## src/rtl/rom_loader.sv

```systemverilog
// rom_loader
//
// Sits between the HPS ioctl download stream and the SDRAM write port. Each
// ROM byte from the HPS becomes one SDRAM write on a toggle handshake.
// ioctl_wait stalls the HPS while that write is outstanding. At the end of
// a download the block decides whether a copier header is present. It then
// derives the payload size, the cartridge read mask and the console type.
//
// Optional feature: define ROM_LOADER_CHECKSUM_EN to build the payload
// checksum accumulators. Without it rom_sum is tied to zero.
//
// Parameters:
//   AW        SDRAM byte-address width
//   HDR_SIZE  copier header length in bytes (power of two below 16384)
//
// Ports:
//   clk_sys         system clock
//   reset           synchronous, active-high reset
//   ioctl_download  high for the whole download
//   ioctl_index     file index; [4:0]==2 marks a Game Gear image
//   ioctl_wr        one-cycle byte strobe
//   ioctl_addr      byte address of ioctl_dout
//   ioctl_dout      byte data
//   ioctl_wait      stall request back to the HPS
//   mem_req         SDRAM write request toggle
//   mem_ack         SDRAM acknowledge toggle (done when equal to mem_req)
//   mem_addr        SDRAM write address
//   mem_din         SDRAM write data
//   rom_size        payload size in bytes, header excluded
//   hdr_skip        copier header present; reads are offset by HDR_SIZE
//   cart_mask       read-address mask
//   gg              Game Gear image
//   oversize        sticky: a byte was dropped for being out of range
//   load_done       one-cycle pulse when the results above are valid
//   rom_sum         payload checksum (zero unless the checksum is built)

module rom_loader #(
  parameter int AW       = 22,
  parameter int HDR_SIZE = 512
) (
  input  logic          clk_sys,
  input  logic          reset,
  input  logic          ioctl_download,
  input  logic [7:0]    ioctl_index,
  input  logic          ioctl_wr,
  input  logic [24:0]   ioctl_addr,
  input  logic [7:0]    ioctl_dout,
  output logic          ioctl_wait,
  output logic          mem_req,
  input  logic          mem_ack,
  output logic [AW-1:0] mem_addr,
  output logic [7:0]    mem_din,
  output logic [AW:0]   rom_size,
  output logic          hdr_skip,
  output logic [AW-1:0] cart_mask,
  output logic          gg,
  output logic          oversize,
  output logic          load_done,
  output logic [15:0]   rom_sum
);

  typedef enum logic [2:0] {
    IDLE,
    WAIT_WR,
    WAIT_ACK,
    DRAIN,
    FINISH
  } state_t;

  // One bit wider than ioctl_addr so that AW up to 25 still compares correctly.
  localparam logic [25:0] ADDR_LIMIT = 26'(1) << AW;
  localparam logic [AW:0] HDR_CNT    = (AW+1)'(HDR_SIZE);
  localparam logic [13:0] HDR_LOW    = 14'(HDR_SIZE);
  localparam logic [AW:0] CNT_ONE    = (AW+1)'(1);

  state_t        state_q;
  state_t        state_d;
  logic          dl_q;
  logic          dl_start;
  logic          dl_end;
  logic          ack_match;
  logic          addr_in_range;
  logic          accept_wr;
  logic          drop_wr;
  logic          complete_wr;
  logic [AW:0]   cnt_q;
  logic [AW:0]   cnt_cand;
  logic          hdr_next;
  logic [AW:0]   size_next;
  logic [AW:0]   size_m1;
  logic [AW-1:0] mask_next;
  logic          fill;
  logic          unused_bits;

  assign dl_start      = ~dl_q & ioctl_download;
  assign dl_end        = dl_q & ~ioctl_download;
  assign ack_match     = (mem_ack == mem_req);
  assign addr_in_range = ({1'b0, ioctl_addr} < ADDR_LIMIT);
  // mem_addr still holds the address of the write being completed.
  assign cnt_cand      = {1'b0, mem_addr} + CNT_ONE;
  assign unused_bits   = ^{ioctl_index[7:5], size_m1[AW]};

  always_ff @(posedge clk_sys) begin
    if (reset) begin
      state_q <= IDLE;
    end else begin
      state_q <= state_d;
    end
  end

  // Next-state and per-cycle control. Download start overrides everything.
  // A strobe that lands together with download end is still taken; the end
  // is then finished off through DRAIN.
  always_comb begin
    state_d     = state_q;
    accept_wr   = 1'b0;
    drop_wr     = 1'b0;
    complete_wr = 1'b0;
    if (dl_start) begin
      state_d = WAIT_WR;
    end else begin
      case (state_q)
        IDLE: begin
          state_d = IDLE;
        end
        WAIT_WR: begin
          if (ioctl_wr && addr_in_range) begin
            accept_wr = 1'b1;
            state_d   = dl_end ? DRAIN : WAIT_ACK;
          end else begin
            drop_wr = ioctl_wr;
            if (dl_end) begin
              state_d = FINISH;
            end
          end
        end
        WAIT_ACK: begin
          // Strobes here break the protocol and are ignored.
          if (ack_match) begin
            complete_wr = 1'b1;
            state_d     = dl_end ? FINISH : WAIT_WR;
          end else if (dl_end) begin
            state_d = DRAIN;
          end
        end
        DRAIN: begin
          if (ack_match) begin
            complete_wr = 1'b1;
            state_d     = FINISH;
          end
        end
        FINISH: begin
          state_d = IDLE;
        end
        default: begin
          state_d = IDLE;
        end
      endcase
    end
  end

  // End-of-download results, computed from the byte count.
  // The mask is (size-1) with every bit below its MSB filled in.
  always_comb begin
    fill      = 1'b0;
    hdr_next  = (cnt_q[13:0] == HDR_LOW) && (cnt_q > HDR_CNT);
    size_next = cnt_q - (hdr_next ? HDR_CNT : '0);
    size_m1   = size_next - CNT_ONE;
    mask_next = '0;
    for (int i = AW - 1; i >= 0; i--) begin
      fill         = fill | size_m1[i];
      mask_next[i] = fill;
    end
    if (size_next == '0) begin
      mask_next = '0;
    end
  end

  // Reset puts mem_req back in line with mem_ack so that no request is left
  // hanging. It also drops ioctl_wait.
  always_ff @(posedge clk_sys) begin
    if (reset) begin
      dl_q       <= 1'b0;
      ioctl_wait <= 1'b0;
      mem_req    <= mem_ack;
      mem_addr   <= '0;
      mem_din    <= '0;
      cnt_q      <= '0;
      rom_size   <= '0;
      hdr_skip   <= 1'b0;
      cart_mask  <= '0;
      gg         <= 1'b0;
      oversize   <= 1'b0;
      load_done  <= 1'b0;
    end else begin
      dl_q      <= ioctl_download;
      load_done <= 1'b0;
      if (dl_start) begin
        cnt_q      <= '0;
        hdr_skip   <= 1'b0;
        cart_mask  <= '0;
        rom_size   <= '0;
        oversize   <= 1'b0;
        ioctl_wait <= 1'b0;
        gg         <= (ioctl_index[4:0] == 5'd2);
      end else begin
        if (accept_wr) begin
          mem_addr   <= ioctl_addr[AW-1:0];
          mem_din    <= ioctl_dout;
          mem_req    <= ~mem_req;
          ioctl_wait <= 1'b1;
        end
        if (drop_wr) begin
          oversize <= 1'b1;
        end
        // Bytes may arrive out of order, so keep the highest end address.
        if (complete_wr) begin
          ioctl_wait <= 1'b0;
          if (cnt_cand > cnt_q) begin
            cnt_q <= cnt_cand;
          end
        end
        if (state_q == FINISH) begin
          hdr_skip  <= hdr_next;
          rom_size  <= size_next;
          cart_mask <= mask_next;
          load_done <= 1'b1;
        end
      end
    end
  end

`ifdef ROM_LOADER_CHECKSUM_EN
  logic [15:0] sum_all_q;
  logic [15:0] sum_hdr_q;
  logic        is_hdr_byte;

  assign is_hdr_byte = (ioctl_addr < 25'(HDR_SIZE));

  // sum_hdr tracks the header bytes alone. They can then be taken out of
  // the total once we know a header was actually present.
  always_ff @(posedge clk_sys) begin
    if (reset) begin
      sum_all_q <= '0;
      sum_hdr_q <= '0;
      rom_sum   <= '0;
    end else if (dl_start) begin
      sum_all_q <= '0;
      sum_hdr_q <= '0;
    end else begin
      if (accept_wr) begin
        sum_all_q <= sum_all_q + {8'h00, ioctl_dout};
        if (is_hdr_byte) begin
          sum_hdr_q <= sum_hdr_q + {8'h00, ioctl_dout};
        end
      end
      if (state_q == FINISH) begin
        rom_sum <= sum_all_q - (hdr_next ? sum_hdr_q : 16'h0000);
      end
    end
  end
`else
  assign rom_sum = 16'h0000;
`endif

endmodule
```

## config.mk

```make
export PLATFORM = sky130hd
export DESIGN_NAME = rom_loader
export DESIGN_NICKNAME = d
export VERILOG_FILES = /design/src/rtl/rom_loader.sv
export SDC_FILE = /design/constraint.sdc
export NUM_CORES = 1
export LEC_CHECK = 0
export BUFFER_PORTS_ARGS = -buffer_cell sky130_fd_sc_hd__buf_2
export CORE_UTILIZATION = 40
export CTS_CLUSTER_SIZE = 28
export DETAILED_ROUTE_END_ITERATION = 10
export GPL_TIMING_DRIVEN = 0
export PLACE_DENSITY = 0.68
export SETUP_SLACK_MARGIN = 0.1
export SLEW_MARGIN = 20
export SYNTH_ARGS = -nofsm -noshare
export SYNTH_HDL_FRONTEND = slang
export SYNTH_SLANG_ARGS = --single-unit
```

## constraint.sdc

```tcl
create_clock -name clk_sys -period 5.7 [get_ports clk_sys]
set_input_delay 0.57 -clock clk_sys [delete_from_list [all_inputs] [get_ports clk_sys]]
set_output_delay 0.57 -clock clk_sys [all_outputs]
set_load 0.005 [all_outputs]
```

### After elaboration in Yosys (flattened, before gate mapping)

Index checks and enable logic that the tools add are counted.

| storage, ports and cells | value |
|---|---|
| register bits | 108 |
| bits of input ports | 46 |
| output and inout bits | 97 |

| operators by class | value |
|---|---|
| $add $sub $neg | 3 |
| order comparisons | 3 |
| equal/unequal tests | 14 |
| mux-type cells | 24 |
| bitwise logic cells | 27 |
| reductions and logical operators | 12 |

Operators by type and width:

| operator | number |
|---|---|
| 25-bit by 23-bit < comparator with 1-bit output (second input constant) | 1 |
| 22-bit by 1-bit adder with 23-bit output (second input constant) | 1 |
| 23-bit by 10-bit greater-than comparator with 1-bit output (second input constant) | 1 |
| 23-bit greater-than comparator | 1 |
| 23-bit logical NOT | 1 |
| 23-bit by 10-bit subtractor with 23-bit output | 1 |
| 22-bit 2-to-1 mux | 1 |
| 22-bit by 1-bit subtractor with 22-bit output (second input constant) | 1 |
| 1-bit OR | 21 |
| 3-bit 2-to-1 mux | 6 |
| 1-bit 2-to-1 mux | 15 |
| 14-bit by 10-bit == test with 1-bit output (second input constant) | 1 |
| 10-bit 2-to-1 mux | 1 |
| 3-bit != test (second input constant) | 3 |
| 3-bit case mux with 3 select lines | 1 |
| 4-bit != test (second input constant) | 2 |
| 3-bit by 2-bit == test with 1-bit output (second input constant) | 2 |
| 2-bit AND reduction | 3 |
| 3-bit AND reduction | 2 |
| 5-bit by 2-bit == test with 1-bit output (second input constant) | 1 |
| 2-bit != test (second input constant) | 2 |
| 1-bit inverter | 4 |
| 2-bit OR reduction | 2 |
| 3-bit by 1-bit == test with 1-bit output (second input constant) | 1 |
| other kinds (6) | 8 |

### Depth between registers and ports, before layout

| logic depth | value |
|---|---|
| depth after elaboration | 27 |
| mapped depth | 16 |
| depth with buffers taken out | 15 |

### Worst setup path before layout

Ideal clock, no wire load.

| timing path | value |
|---|---|
| path type | register to register |
| start point | register cnt_q[2] |
| end point | register cart_mask[0] |
| setup time | 0.138 ns |
| data arrival time | 4.628 ns |
| required time | 5.562 ns |
| setup slack | 0.934 ns |
| stages on the path, launching flop included | 14 |
| path buffers | 1 |
| clock period less this slack | 4.766 ns |
| path through | dfxtp_1 -> clkbuf_1 -> or4_1 -> nor2_1 -> o311ai_0 -> nor4_1 -> ha_1 -> or3b_1 -> o31a_1 -> or4b_4 -> or2_4 -> a2111o_1 -> a2111oi_4 -> a22oi_1 |

| on the way | value |
|---|---|
| cells in the longest elaborated chain, start to end | 27 |

RTL lines:

| element | RTL line | text |
|---|---|---|
| start: declaration | 86 | `logic [AW:0] cnt_q;` |
| start signal: assignment | 220 | `cnt_q <= cnt_cand;` |
| 23-bit by 10-bit greater-than comparator with 1-bit output or 14-bit by 10-bit == test with 1-bit output (tied branches) | 166 | `hdr_next = (cnt_q[13:0] == HDR_LOW) && (cnt_q > HDR_CNT);` |
| 1-bit logical AND (*) | 166 |  |
| via hdr_next | 88 | `logic hdr_next;` |
| 10-bit 2-to-1 mux (*) | 167 | `size_next = cnt_q - (hdr_next ? HDR_CNT : '0);` |
| 23-bit by 10-bit subtractor with 23-bit output (*) | 167 |  |
| 22-bit by 1-bit subtractor with 22-bit output | 168 | `size_m1 = size_next - CNT_ONE;` |
| 1-bit OR (21 in series) | 171 | `fill = fill \| size_m1[i];` |
| 22-bit 2-to-1 mux (*) | 174 | `if (size_next == '0) begin` |
| end signal: assignment | 226 | `cart_mask <= mask_next;` |
| end: declaration | 55 | `output logic [AW-1:0] cart_mask,` |

The timed path passes the listed nets; every way through them passes the cells marked *.
A chain may end at the register's enable or synchronous reset.

### Final worst setup path

| timing path | value |
|---|---|
| start point | register cnt_q[2] |
| end point | register cart_mask[8] |

| on the way | value |
|---|---|
| cells in the longest elaborated chain, start to end | 19 |

RTL lines:

| element | RTL line |
|---|---|
| 23-bit by 10-bit greater-than comparator with 1-bit output or 14-bit by 10-bit == test with 1-bit output (tied branches) | 166 |
| 1-bit logical AND (*) | 166 |
| via hdr_next | 88 |
| 10-bit 2-to-1 mux (*) | 167 |
| 23-bit by 10-bit subtractor with 23-bit output (*) | 167 |
| 22-bit by 1-bit subtractor with 22-bit output | 168 |
| 1-bit OR (13 in series) | 171 |
| 22-bit 2-to-1 mux (*) | 174 |

Marks and branches as above.

==> run metrics <==
largest net degree at the start of global routing=18; Slew Limit Fails=0; Via density=5.435; P&R area growth vs syn=20.85%; fmax=188.9 MHz; Post-CTS Hold Buffers=0; Yosys top cell area share=34.55%; overall routing resource usage=22.87%; first-pass GRT wire length=28,840 um; Skew-Pair Late Insertion Delay=0.37 ns; Clock Sinks=108; Top FF cell, synth=dfxtp_1; drt pass-1 iters=5; Synth area leader=dfxtp_1; Rel. slew slack=31.10%; Post-synth top cells=121 x nand2_1, 107 x dfxtp_1, 87 x a21oi_1, 62 x nor3_1, 44 x nor2_1; Unique masters post-synth=65; #FFs+latches synth=108; CTS H-tree lvls=3; Post-synth ARST share=0%; Comb power frac=5.6%; num rows=45; Worst Path Required=5.92 ns; Max-Cap Viols=0; CORE AREA=0.01515 sq mm; final wirelength=17,980 um; Mapped Cells=797; EDFF count, synth=1; sw frac=23.49%; share of cells above drive strength 1=18.89%; initial antenna violation count=0; Slew @ Worst Pin=1.021 ns; port bufs=123; top-count cell post-synth=nand2_1; part of the Yosys area used for sequential elements=35.04%; Remaining DRCs=0; Final min period=5.295 ns; GPL Wtd Cong=0.9556; Worst setup SP type=flip-flop; Vias=6,201; Routed Antenna Nets=0; Die Wd=126.5 um; worst hold path class=input port to flip-flop; vias in the first global route=5,610; DR WL/cell=15.76 um; crit path kind=flip-flop to flip-flop; ranking of synthesized cells by area=dfxtp_1 35%, nand2_1 7.3%, a21oi_1 7.0%; final worst slack=0.4048 ns; DRT iter0 DRCs=453; switching pwr=0.3552 mW; Hold Violations, Final=0; Ant. Diodes=0; mapped cell area=0.006200 sq mm; final number of setup-violating endpoints=0; Final HPWL DP=13,750 um; Starting Density=40.93%; I/O pin count=143; Num CTS Buffers=9; CTS tree=done; Reg power frac=50.3%; Worst Path Max Fanout=9; Post-Syn Area per Cell=7.779 sq um; status=complete, no violations; Clock Path Buffers=2; VDD IR-drop max=0.2375 mV; RSZ-0062 raised after global routing=false; GRT overflow=0; Critical Path End Type=flip-flop; CTS root buffer=clkbuf_16; share of total power in the clock network=44.0%; placed cells=1,123; synth warn=0; Pwr per Cell Area=201.9 mW/mm^2; internal power=1.157 mW; Min Hold Slack=0.4323 ns; Layout Skew=0.004094 ns; non-filler cells, final=1,141; Die Ht=126.5 um; worst slack at placement=-0.1090 ns; Leak=3.152 nW; Worst Path Arrival=5.52 ns; Worst-path clk slew=0.07 ns; DIE AREA=0.01600 sq mm; Final period util=92.90%; Nets=1,024
==> sequential cells by signal (all words and copies together) (netlist names) <==
| register | count |
|---|---|
| cart_mask | 22 |
| cnt_q | 23 |
| dl_q | 1 |
| gg | 1 |
| hdr_skip | 1 |
| ioctl_wait | 1 |
| load_done | 1 |
| mem_addr | 22 |
| mem_din | 8 |
| mem_req | 1 |
| oversize | 1 |
| rom_size | 23 |
| state_q | 3 |
==> power groups by stage <==
stage | clock network (mW) | logic (mW) | registers [mW]
finish | 0.666 | 0.0851 | 0.761
global route | 0.704 | 0.0945 | 0.762
CTS | 0.680 | 0.0851 | 0.761
detailed placement | 0 | 0.0846 | 0.779
global placement | 0 | 0.0842 | 0.779
floorplan | 0 | 0.0513 | 0.779
==> what timing repair did <==
item / in CTS / in global routing
cloned: 0 / 0
pin swaps: 0 / 2
setup endpoints to repair: 17 / 19
resized for setup: 5 / 5
buffers inserted: 0 / 2
==> through the flow <==
stage	power (mW)	TNS (ns)	utilization [%]	instance area, sq um
finish	1.513	0	49.47	7492
global route	1.560	0	49.47	7492
CTS	1.527	0	49.16	7446
detailed placement	0.8638	-0.6260	46.96	7112
global placement	0.8632	-1.176	46.92	7107
floorplan	0.8299	0	-	6256
==> worst paths after layout <==
check | start | end | slack [ns] | depth (start not counted)
setup / recovery | cnt_q[2] | cart_mask[8] | 0.40 | 13
hold / removal | ioctl_dout[2] | mem_din[2] | 0.43 | 3
setup reg to reg | cnt_q[2] | cart_mask[8] | 0.40 | 13
hold reg to reg | cart_mask[4] | cart_mask[4] | 0.45 | 2
==> area by class of cell <==
| type | instances | area [sq um] |
|---|---|---|
| fillers | 1568 | 7654 |
| multi-input cells | 617 | 3747 |
| clock buffers | 11 | 252.7 |
| well taps | 188 | 235.2 |
| plain buffers | 60 | 292.8 |
| repair buffers | 125 | 630.6 |
| inverters | 27 | 101.3 |
| clock inverters | 5 | 60.06 |
| flip-flops and latches | 108 | 2172 |
==> kinds of logic after synthesis <==
| family | after synthesis | synth area share [%] |
|---|---|---|
| adders and majority gates | 30 | 6.054 |
| buffers and inverters | 87 | 6.357 |
| muxes | 2 | 0.3229 |
| xor gates and xnor gates | 45 | 6.357 |
| and+or+nand+nor | 336 | 26.44 |
| other | 1 | 0.06049 |
| AOI/OAI and AO/OA | 188 | 19.38 |
| DFF | 108 | 35.04 |
==> critical path, stage by stage (launching register included) <==
cell	delay, ns
dfxtp_1	0.30
clkbuf_1	0.19
or4_1	0.66
nor2_2	0.31
o311ai_0	0.27
nor4_2	0.37
ha_1	0.28
or3b_1	0.46
o31a_1	0.35
or4b_4	0.55
or2_4	0.29
a2111o_1	0.52
a211oi_4	0.46
a311oi_1	0.14
==> layer usage <==
metal | GRT usage, % | share of wire (%) | vias to the layer above
met1 | 30.21 | 46 | 2776
met2 | 35.39 | 43 | 247
li1 | - | - | 3136
met4 | 11.20 | 3.4 | 0
met3 | 4.850 | 6.7 | 42
met5 | 0 | 0 | -
==> cell usage in the layout (no fill, tap or decap), types with 8 or more instances in the layout <==
| cell | netlist | final |
|---|---|---|
| nand4_1 | 20 | 20 |
| nor2_1 | 44 | 43 |
| nor3_1 | 62 | 61 |
| clkbuf_1 | 42 | 42 |
| buf_4 | 16 | 18 |
| dfxtp_1 | 107 | 107 |
| conb_1 | 1 | 16 |
| nand2_1 | 121 | 121 |
| nand2b_1 | 8 | 8 |
| nand3_1 | 20 | 19 |
| inv_1 | 27 | 27 |
| buf_2 | 0 | 123 |
| xor2_1 | 8 | 8 |
| o21ai_0 | 24 | 23 |
| a211oi_1 | 20 | 19 |
| xnor2_1 | 37 | 35 |
| ha_1 | 30 | 30 |
| nor4_1 | 15 | 14 |
| clkbuf_16 | 0 | 9 |
| a21oi_1 | 87 | 87 |
| and3_1 | 10 | 10 |
| a21o_1 | 8 | 8 |
Power figures use the tool's default switching activity.
